File: src/rtl/spi_flash_pkg.sv
// Shared opcodes, FSM state encoding and log record sizing for the SPI flash responder.
package spi_flash_pkg;

  localparam logic [7:0] OP_READ      = 8'h03;
  localparam logic [7:0] OP_FAST_READ = 8'h0B;
  localparam logic [7:0] OP_RDID      = 8'h9F;
  localparam logic [7:0] OP_RDSR      = 8'h05;

  localparam int unsigned LOG_REC_BYTES = 4;

  typedef enum logic [2:0] {
    ST_IDLE,
    ST_ADDR,
    ST_DUMMY,
    ST_STREAM,
    ST_ID,
    ST_STATUS,
    ST_IGNORE
  } state_t;

  // First state entered after an opcode byte.
  function automatic state_t dispatch_op(input logic [7:0] op);
    case (op)
      OP_READ, OP_FAST_READ: return ST_ADDR;
      OP_RDID:               return ST_ID;
      OP_RDSR:               return ST_STATUS;
      default:               return ST_IGNORE;
    endcase
  endfunction

endpackage

File: src/rtl/spi_log_serializer.sv
// Turns a 32-bit command record into LOG_REC_BYTES byte strobes, MSB first.
// A record offered while the sink is not ready, while another record is
// draining, or whose value is all zero is discarded whole.
module spi_log_serializer (
  input  logic        clk,
  input  logic        reset,
  input  logic        rec_valid,
  input  logic [31:0] rec_data,
  input  logic        log_ready,
  output logic [7:0]  log_data,
  output logic        log_strobe
);
  import spi_flash_pkg::*;

  localparam logic [1:0] LAST_LEFT = 2'(LOG_REC_BYTES - 1);

  logic [23:0] rest;
  logic [1:0]  left;

  // Accept a record, then emit one byte per cycle whenever the sink is ready.
  always_ff @(posedge clk) begin
    if (reset) begin
      log_data   <= '0;
      log_strobe <= 1'b0;
      rest       <= '0;
      left       <= '0;
    end else begin
      log_strobe <= 1'b0;
      if (left != 2'd0) begin
        if (log_ready) begin
          log_strobe <= 1'b1;
          log_data   <= rest[23:16];
          rest       <= {rest[15:0], 8'h00};
          left       <= left - 2'd1;
        end
      end else if (rec_valid && log_ready && (rec_data != '0)) begin
        log_strobe <= 1'b1;
        log_data   <= rec_data[31:24];
        rest       <= rec_data[23:0];
        left       <= LAST_LEFT;
      end
    end
  end

endmodule

File: src/rtl/spi_flash_responder.sv
// SPI-NOR flash protocol engine: decodes opcodes from spi_device byte strobes,
// fetches read data from SDRAM, supplies the next MISO byte and holds SDRAM
// ownership (critical) for the duration of a transaction.
// Optional command logging is enabled by defining SPI_RESPONDER_LOG_EN.
module spi_flash_responder #(
  parameter int unsigned ADDR_BITS = 25,
  parameter logic [23:0] JEDEC_ID  = 24'hEF4018
) (
  input  logic                 clk,
  input  logic                 reset,
  input  logic                 rx_strobe,
  input  logic                 rx_cmd,
  input  logic [7:0]           rx_data,
  input  logic                 cs_n,
  output logic [7:0]           tx_data,
  output logic                 critical,
  output logic [ADDR_BITS-1:0] sd_addr,
  output logic                 sd_enable,
  input  logic                 sd_busy,
  input  logic [7:0]           sd_rd_data,
  input  logic                 sd_rd_ready,
  output logic [7:0]           log_data,
  output logic                 log_strobe,
  input  logic                 log_ready
);
  import spi_flash_pkg::*;

  state_t      state;
  state_t      state_next;
  logic [7:0]  opcode;
  logic [1:0]  addr_cnt;
  logic [15:0] addr_hi;
  logic [1:0]  id_idx;
  logic        rd_pending;

  logic        cmd_strobe;
  logic        byte_strobe;
  logic        addr_done;
  logic        rd_request;
  logic [23:0] addr_rx;
  logic [23:0] addr_next;

  assign cmd_strobe  = rx_strobe & rx_cmd & ~cs_n;
  assign byte_strobe = rx_strobe & ~rx_cmd & ~cs_n;
  assign addr_done   = byte_strobe && (state == ST_ADDR) && (addr_cnt == 2'd2);
  assign rd_request  = addr_done || (byte_strobe && (state == ST_STREAM));
  assign addr_rx     = {addr_hi, rx_data};
  assign addr_next   = sd_addr[23:0] + 24'd1;

  // State register.
  always_ff @(posedge clk) begin
    if (reset) begin
      state <= ST_IDLE;
    end else begin
      state <= state_next;
    end
  end

  // Next-state decode: deselect wins, then opcode dispatch, then byte-driven advance.
  always_comb begin
    state_next = state;
    if (cs_n) begin
      state_next = ST_IDLE;
    end else if (cmd_strobe) begin
      state_next = dispatch_op(rx_data);
    end else if (byte_strobe) begin
      case (state)
        ST_ADDR: begin
          if (addr_cnt == 2'd2) begin
            state_next = (opcode == OP_FAST_READ) ? ST_DUMMY : ST_STREAM;
          end
        end
        ST_DUMMY: state_next = ST_STREAM;
        default:  state_next = state;
      endcase
    end
  end

  // Registered datapath: MISO byte, SDRAM ownership, address and read issue.
  always_ff @(posedge clk) begin
    if (reset) begin
      tx_data    <= 8'hFF;
      critical   <= 1'b0;
      sd_addr    <= '0;
      sd_enable  <= 1'b0;
      rd_pending <= 1'b0;
      opcode     <= '0;
      addr_cnt   <= '0;
      addr_hi    <= '0;
      id_idx     <= '0;
    end else if (cs_n) begin
      tx_data    <= 8'hFF;
      critical   <= 1'b0;
      sd_enable  <= 1'b0;
      rd_pending <= 1'b0;
    end else begin
      sd_enable <= 1'b0;

      if (sd_rd_ready && critical) begin
        tx_data <= sd_rd_data;
      end
      if (state == ST_STATUS) begin
        tx_data <= 8'h00;
      end
      if (state == ST_IGNORE) begin
        tx_data <= 8'hFF;
      end

      if (cmd_strobe) begin
        opcode   <= rx_data;
        critical <= 1'b1;
        addr_cnt <= '0;
        case (rx_data)
          OP_RDID: begin
            tx_data <= JEDEC_ID[23:16];
            id_idx  <= 2'd1;
          end
          OP_RDSR: tx_data <= 8'h00;
          default: tx_data <= 8'hFF;
        endcase
      end else if (byte_strobe) begin
        case (state)
          ST_ADDR: begin
            addr_hi  <= {addr_hi[7:0], rx_data};
            addr_cnt <= addr_cnt + 2'd1;
            if (addr_cnt == 2'd2) begin
              sd_addr <= ADDR_BITS'(addr_rx);
            end
          end
          ST_STREAM: sd_addr <= ADDR_BITS'(addr_next);
          ST_ID: begin
            case (id_idx)
              2'd1: begin
                tx_data <= JEDEC_ID[15:8];
                id_idx  <= 2'd2;
              end
              2'd2: begin
                tx_data <= JEDEC_ID[7:0];
                id_idx  <= 2'd3;
              end
              default: tx_data <= 8'h00;
            endcase
          end
          default: ;
        endcase
      end

      // A request that cannot go out this cycle (busy, or a pulse just issued)
      // is parked in rd_pending; a new opcode discards any parked request.
      if (cmd_strobe) begin
        rd_pending <= 1'b0;
      end else if (rd_request || rd_pending) begin
        if (!sd_busy && !sd_enable) begin
          sd_enable  <= 1'b1;
          rd_pending <= 1'b0;
        end else begin
          rd_pending <= 1'b1;
        end
      end
    end
  end

`ifdef SPI_RESPONDER_LOG_EN
  logic        rec_valid;
  logic [31:0] rec_data;

  // Record source: address opcodes log on their third address byte, all others on the opcode.
  always_comb begin
    rec_valid = 1'b0;
    rec_data  = '0;
    if (cmd_strobe && (rx_data != OP_READ) && (rx_data != OP_FAST_READ)) begin
      rec_valid = 1'b1;
      rec_data  = {rx_data, 24'h000000};
    end else if (addr_done) begin
      rec_valid = 1'b1;
      rec_data  = {opcode, addr_rx};
    end
  end

  spi_log_serializer u_log (
    .clk        (clk),
    .reset      (reset),
    .rec_valid  (rec_valid),
    .rec_data   (rec_data),
    .log_ready  (log_ready),
    .log_data   (log_data),
    .log_strobe (log_strobe)
  );
`else
  logic unused_log_ready;
  assign unused_log_ready = log_ready;
  assign log_data         = '0;
  assign log_strobe       = 1'b0;
`endif

endmodule

File: config.mk
export PLATFORM = sky130hd
export DESIGN_NAME = spi_flash_responder
export DESIGN_NICKNAME = d
export VERILOG_FILES = /design/src/rtl/spi_flash_pkg.sv /design/src/rtl/spi_log_serializer.sv /design/src/rtl/spi_flash_responder.sv
export SDC_FILE = /design/constraint.sdc
export NUM_CORES = 1
export LEC_CHECK = 0
export CAP_MARGIN = 20
export CORE_ASPECT_RATIO = 0.75
export CORE_MARGIN = 4
export CORE_UTILIZATION = 52
export CTS_CLUSTER_DIAMETER = 80
export CTS_CLUSTER_SIZE = 12
export DETAILED_ROUTE_END_ITERATION = 10
export PLACE_DENSITY = 0.8
export SLEW_MARGIN = 30
export SYNTH_ARGS = -nofsm -noshare
export SYNTH_HDL_FRONTEND = slang
export SYNTH_HIERARCHICAL = 1
export SYNTH_SLANG_ARGS = --single-unit
File: constraint.sdc
create_clock -name clk -period 2.1 [get_ports clk]
set_input_delay 0.315 -clock clk [delete_from_list [all_inputs] [get_ports clk]]
set_output_delay 0.315 -clock clk [all_outputs]
set_load 0.02 [all_outputs]
==> results by group, run 1 <==
Clocking
  • Worst-path clk slew: 0.07 ns
  • CTS Buf Count: 9
  • Clk Latency, worst-skew pair: 0.35 ns
  • Clk root buf: clkbuf_8
  • CTS tree: built
  • TritonCTS Sinks: 66
  • H-tree levels: 3
  • Longest Clk Path Bufs: 2
  • Setup Fix Bufs, Post-CTS: 0

GRT
  • Largest net degree at the start of global routing: 35
  • First-pass GRT wire length: 17.9 mm
  • Vias in the first global route: 3565
  • Initial antenna violation count: 0
  • Grt ovf: 0
  • GR Util All Layers: 26.6%

Routing
  • DRC Markers: 0
  • Routed WL: 10.8 mm
  • First-pass iteration count of the detailed router: 6
  • Antenna Nets Post-Route: 0
  • DR WL/cell: 17.0 um
  • Iteration-0 DRC Markers: 502
  • Vias per inst: 6.16
  • Routed vias: 3907

STA
  • Achievable frequency: 504 MHz
  • Setup WS post-layout: 0.116 ns
  • Fin. Hold Viols: 0
  • Clock Skews: 0.00606 ns
  • Slew headroom: 57.3%
  • Tmin final: 1.98 ns
  • Fin crit share: 94.5%
  • Slew Limit Fails: 0
  • Unrepaired setup endpoints after global routing: false
  • Setup Viol. Count Final: 0
  • Setup_tns: 0 ns
  • Worst slew pin tran: 0.631 ns

Status
  • Run status: completed

Place
  • Pre-CTS setup slack: -0.246 ns
  • IO buf count: 56
  • DP HPWL: 7.86 mm
  • Cells after DPL: 618
  • Placer Congestion: 0.889
  • Post-DP Area: 4530 um2

Logic synthesis
  • Synth Flop Type: dfxtp_1
  • Netlist cell types: 57
  • Seq/Total Area, Yosys: 36.4%
  • Synth async-reset ratio: 0%
  • Post-synth EDFFs: 0
  • Compound-Gate Fraction of Synth Area: 19.9%
  • Post-synth top cells: 80 x nand2_1, 66 x dfxtp_1, 38 x a21oi_1, 22 x clkbuf_1, 22 x mux2i_1
  • Post-Syn Area per Cell: 7.90 um2
  • Largest family of logic cells by synthesized area: simple AND/OR/NAND/NOR gates
  • XOR/XNOR Fraction of Synth Area: 0%
  • Synth area leaders: dfxtp_1 36%, nand2_1 8.3%, mux2i_1 6.1%
  • #FFs+latches synth: 66
  • Multiplexer share of the synthesized area: 6.38%
  • Synth Area in Adders: 0.690%
  • Count leader, synth: nand2_1
  • Post-Synth Simple-Gate Area: 30.6%
  • Syn Inst Count: 459
  • Ys Warns: 6
  • Largest area contributor in the netlist: dfxtp_1
  • Share of the synthesized area in the top cell type: 36.4%
  • Post-Syn Area: 3630 um2

Critical path
  • WP data arrival: 2.26 ns
  • Capturing point of the worst reg2reg path: sd_addr[22]$_SDFFE_PP0P_
  • Start point of the critical path: rx_strobe
  • Maximum fanout along the worst path: 5
  • Critical Path Sink: sd_addr[20]$_SDFFE_PP0P_
  • Reg2reg setup slack: 0.13 ns
  • Worst R2R Start: sd_addr[0]$_SDFFE_PP0P_
  • R2R depth: 7
  • CP endpoint kind: register
  • Critical Path Start Type: input pin
  • Critical path required time: 2.37 ns
  • CP Class: in -> reg

Final layout
  • Layout cells sized above 1: 15.6%
  • # diodes: 0
  • Area growth syn-to-layout: 32.0%
  • Cell area after layout: 4790 um2
  • Final Util: 70.4%
  • Fin cells: 634
  • Final layout net count: 571

Floorplan
  • Core area: 6800 um2
  • Die area: 8390 um2
  • Die Height: 80.3 um
  • Starting Density: 53.3%
  • DIE WIDTH: 104 um
  • FP Rows: 26
  • I/O pins: 68

Pwr
  • Power per cell area: 592 nW/um2
  • VDD IR max: 0.498 mV
  • Leak pwr: 0.00167 uW

Worst hold path
  • Hold Path Origin: sd_enable$_SDFF_PP0_
  • Hold Path Class: reg -> reg

Run
  • Max Cap Violations: 0
cell type report:
type	instances	area [um2]
multi-input cells	356	2140
fillers	562	2010
flip-flops and latches	66	1320
repair buffers	105	948
clock buffers	10	138
clock inverters	6	114
well taps	84	105
inverters	7	26.3
how the worst min path moves through the flow:
stage / to / cells after the start
2_1_floorplan: sd_enable$_SDFF_PP0_ / 1
3_3_place_gp: sd_enable$_SDFF_PP0_ / 1
6_report: sd_enable$_SDFF_PP0_ / 1
4_1_cts: sd_enable$_SDFF_PP0_ / 1
5_1_grt: sd_enable$_SDFF_PP0_ / 1
3_5_place_dp: sd_enable$_SDFF_PP0_ / 1
registers in the layout, indices dropped and copies added (netlist names):
signal	flops
critical	1
tx_data	8
opcode	8
addr_hi	16
sd_addr	24
state	3
rd_pending	1
id_idx	2
sd_enable	1
addr_cnt	2
cell families after synthesis:
logic type	after synthesis
AOI/OAI and AO/OA	110
buffers and inverters	46
muxes	23
DFF	66
other	1
and+or+nand+nor	211
adders and majority gates	2
critical path, cell delays in order:
cell	delay [ns]
clkdlybuf4s50_1	0.47
or3b_1	0.38
or3_4	0.42
or4_1	0.50
o221ai_2	0.17
through the flow:
| step | power (uW) | hold WS, ns |
|---|---|---|
| 6_report | 2840 | 0.445 |
| 5_1_grt | 2910 | 0.483 |
| 4_1_cts | 2830 | 0.451 |
| 3_5_place_dp | 1510 | 0.440 |
| 3_3_place_gp | 1510 | 0.433 |
| 2_1_floorplan | 1410 | 0.392 |
per-layer routing:
metal / global-route usage, % / share of wire (%) / wire, um / vias to the layer above
met5: 0 / 0 / 0 / -
met4: 9.30 / 2.2 / 238 / 0
met3: 6.02 / 8.7 / 940 / 32
met2: 40.9 / 44 / 4740 / 188
met1: 36.7 / 45 / 4870 / 1852
li1: - / - / - / 1835
where the power goes:
group,switching [uW],leakage [uW],internal (uW)
combinational,122,0.00102,97.4
sequential,7.85,0.000533,1260
clock,523,0.000119,823
cells in the final DEF, fill, tap and decap left out, types with 3 or more instances in the layout:
cell type and n:
a211oi_1 4, a31oi_1 3, bufinv_16 3, nor3b_1 5, and3b_1 3, clkbuf_8 10
and2_1 16, or3_1 5, a31o_2 9, nand3b_1 4, clkdlybuf4s50_1 55, and3_1 4
nor2_1 19, nor3_1 14, mux2i_1 22, nor4b_1 3, a21oi_1 38, nand2b_1 7
nor2b_1 3, o211ai_1 6, a2111oi_0 3, nor4_1 12, buf_4 47, inv_1 7
o21ai_0 21, nand2_1 80, dfxtp_1 66, nand3_1 8, nand4_1 9, or4_1 6
o22ai_1 3, conb_1 10
repair_timing:
action / in CTS / in global routing
gates resized for setup: 0 / 3
hold buffers: 0 / 0
endpoints found under the setup margin: 0 / 4
(Power assumes the default switching activity.)
==> run 2: changes to the inputs <==
--- a/config.mk
+++ b/config.mk
@@ -13,6 +13,7 @@
 export CTS_CLUSTER_SIZE = 12
 export DETAILED_ROUTE_END_ITERATION = 10
 export PLACE_DENSITY = 0.8
+export SETUP_SLACK_MARGIN = 0.3
 export SLEW_MARGIN = 30
 export SYNTH_ARGS = -nofsm -noshare
 export SYNTH_HDL_FRONTEND = slang
==> results by group, run 2 (synthesis gave the netlist of run 1 again) <==
Status
  • Run status: completed (unchanged)

Critical path
  • R2R depth: 4 (was 7)
  • Critical path required time: 2.37 ns (about the same)
  • Reg2reg setup slack: 0.29 ns (was 0.13 ns)
  • CP max-delay cell: or4_4 (was or4_1)
  • Critical Path Sink: sd_addr[17]$_SDFFE_PP0P_ (was sd_addr[20]$_SDFFE_PP0P_)
  • CP endpoint kind: register (unchanged)
  • Capturing point of the worst reg2reg path: sd_addr[17]$_SDFFE_PP0P_ (was sd_addr[22]$_SDFFE_PP0P_)
  • CP Class: reg -> reg (was in -> reg)
  • Start point of the critical path: sd_addr[4]$_SDFFE_PP0P_ (was rx_strobe)
  • WP data arrival: 2.09 ns (was 2.26 ns)
  • Critical Path Start Type: register (was input pin)
  • Crit-path max cell delay: 0.59 ns (was 0.50 ns)
  • Critical path, cell by cell: nand3_4 -> or4_4 -> or4_1 -> o211ai_1 (was clkdlybuf4s50_1 -> or3b_1 -> or3_4 -> or4_1 -> o221ai_2)
  • Worst R2R Start: sd_addr[4]$_SDFFE_PP0P_ (was sd_addr[0]$_SDFFE_PP0P_)
  • Maximum fanout along the worst path: 7 (was 5)

GRT
  • Largest net degree at the start of global routing: 26 (was 35)
  • Initial antenna violation count: 0 (unchanged)
  • First-pass GRT wire length: 17.7 mm (was 17.9 mm)
  • Vias in the first global route: 3615 (was 3565)
  • GR Util All Layers: 26.6% (about the same)
  • Grt ovf: 0 (unchanged)

Floorplan
  • FP Rows: 26 (unchanged)
  • Core area: 6800 um2 (unchanged)
  • Starting Density: 53.3% (unchanged)
  • Die area: 8390 um2 (unchanged)
  • Die Height: 80.3 um (unchanged)
  • DIE WIDTH: 104 um (unchanged)
  • I/O pins: 68 (unchanged)

STA
  • Unrepaired setup endpoints after global routing: false (unchanged)
  • Achievable frequency: 551 MHz (was 504 MHz)
  • Setup_tns: 0 ns (unchanged)
  • Tmin final: 1.81 ns (was 1.98 ns)
  • Setup Viol. Count Final: 0 (unchanged)
  • Worst slew pin tran: 0.537 ns (was 0.631 ns)
  • Clock Skews: 0.00870 ns (was 0.00606 ns)
  • Slew Limit Fails: 0 (unchanged)
  • Fin. Hold Viols: 0 (unchanged)
  • Fin crit share: 86.4% (was 94.5%)
  • Slew headroom: 64.2% (was 57.3%)

Place
  • IO buf count: 56 (unchanged)
  • Placer Congestion: 0.911 (was 0.889)
  • DP HPWL: 7.84 mm (was 7.86 mm)

Pwr
  • Leak pwr: 0.00178 uW (was 0.00167 uW)
  • Total power draw: 2640 uW (was 2840 uW)
  • VDD IR max: 0.388 mV (was 0.498 mV)
  • Power per cell area: 532 nW/um2 (was 592 nW/um2)

Routing
  • Vias per inst: 6.30 (was 6.16)
  • Routed WL: 11.9 mm (was 10.8 mm)
  • DRC Markers: 0 (unchanged)
  • Routed vias: 4023 (was 3907)
  • DR WL/cell: 18.6 um (was 17.0 um)
  • First-pass iteration count of the detailed router: 6 (unchanged)
  • Antenna Nets Post-Route: 0 (unchanged)
  • Iteration-0 DRC Markers: 582 (was 502)

Worst hold path
  • Hold Path Class: reg -> reg (unchanged)
  • Hold Path Origin: addr_hi[14]$_SDFFE_PP0P_ (was sd_enable$_SDFF_PP0_)

Final layout
  • Top flop regs: sd_addr x24, addr_hi x16 (unchanged)
  • Commonest non-fill, non-tap cells in the layout: 78 x nand2_1, 51 x dfxtp_1, 51 x buf_4 (was 80 x nand2_1, 66 x dfxtp_1, 55 x clkdlybuf4s50_1)
  • Most common cell after layout, fill and taps aside: nand2_1 (unchanged)
  • Area growth syn-to-layout: 36.9% (was 32.0%)
  • Largest register by flop count: sd_addr (unchanged)
  • Layout cells sized above 1: 22.3% (was 15.6%)
  • Fillers: 476 (was 562)
  • # diodes: 0 (unchanged)
  • Max reg flops: 24 (unchanged)
  • Final layout net count: 577 (was 571)

Clocking
  • CTS tree: built (unchanged)
  • Worst-path clk slew: 0.07 ns (about the same)
  • Clk Latency, worst-skew pair: 0.35 ns (about the same)
  • TritonCTS Sinks: 66 (unchanged)
  • H-tree levels: 3 (unchanged)
  • CTS Buf Count: 9 (unchanged)
  • Clk root buf: clkbuf_8 (unchanged)
  • Longest Clk Path Bufs: 2 (unchanged)

Run
  • Max Cap Violations: 0 (unchanged)
==> run 2: area by class of cell <==
cell class	count	area, um2	share of cell area [%]
clock buffer	12	135	2.72
clock inverter	3	65.1	1.31
inverter	7	26.3	0.529
multi-input combinational	356	2260	45.6
sequential	66	1350	27.2
tap	84	105	2.12
timing repair buffer	111	1020	20.5
==> run 2: stage by stage <==
step | cell area, um2 | instances | setup slack (ns) | util (%) | hold slack [ns]
5_1_grt | 4970 | 639 | 0.245 | 73.1 | 0.457
3_5_place_dp | 4510 | 611 | -0.255 | 66.3 | 0.442
4_1_cts | 4780 | 630 | 0.264 | 70.3 | 0.431
3_3_place_gp | 4510 | 611 | -0.229 | 66.3 | 0.436
6_report | 4970 | 639 | 0.286 | 73.1 | 0.454
2_1_floorplan | 3700 | 468 | 0.269 | - | 0.392
==> run 2: how the worst min path moves through the flow <==
stage | to | slack, ns | depth (start not counted)
CTS | opcode[6]$_SDFFE_PP0P_ | 0.43 | 2
global placement | sd_enable$_SDFF_PP0_ | 0.44 | 1
floorplan | sd_enable$_SDFF_PP0_ | 0.39 | 1
global route | addr_hi[13]$_SDFFE_PP0P_ | 0.46 | 2
detailed placement | sd_enable$_SDFF_PP0_ | 0.44 | 1
finish | addr_hi[14]$_SDFFE_PP0P_ | 0.45 | 2
==> run 2: power breakdown <==
group,internal [uW],switching [uW]
logic,102,134
clock network,662,478
registers,1260,8.70
==> run 2: repair_timing <==
item,in CTS,in global routing
endpoints found under the hold margin,0,0
resized for setup,19,27
hold buffers,0,0
setup buffers,4,8
gates cloned,0,1
setup endpoints to repair,49,31
pin swaps,6,10
==> run 2: layer usage <==
layer	up-vias	GRT usage [%]	part of all wire, %
met2	266	41.4	45
met4	0	7.70	2.3
met3	37	7.39	11
met5	-	0	0
met1	1879	36.0	42
li1	1841	-	-
==> run 2: critical path: cells and delay by family (launching register included) <==
kind | cells | cell delay [ns]
AOI/OAI and AO/OA | 1 | 0.11
and+or+nand+nor | 3 | 1.24
DFF | 1 | 0.38
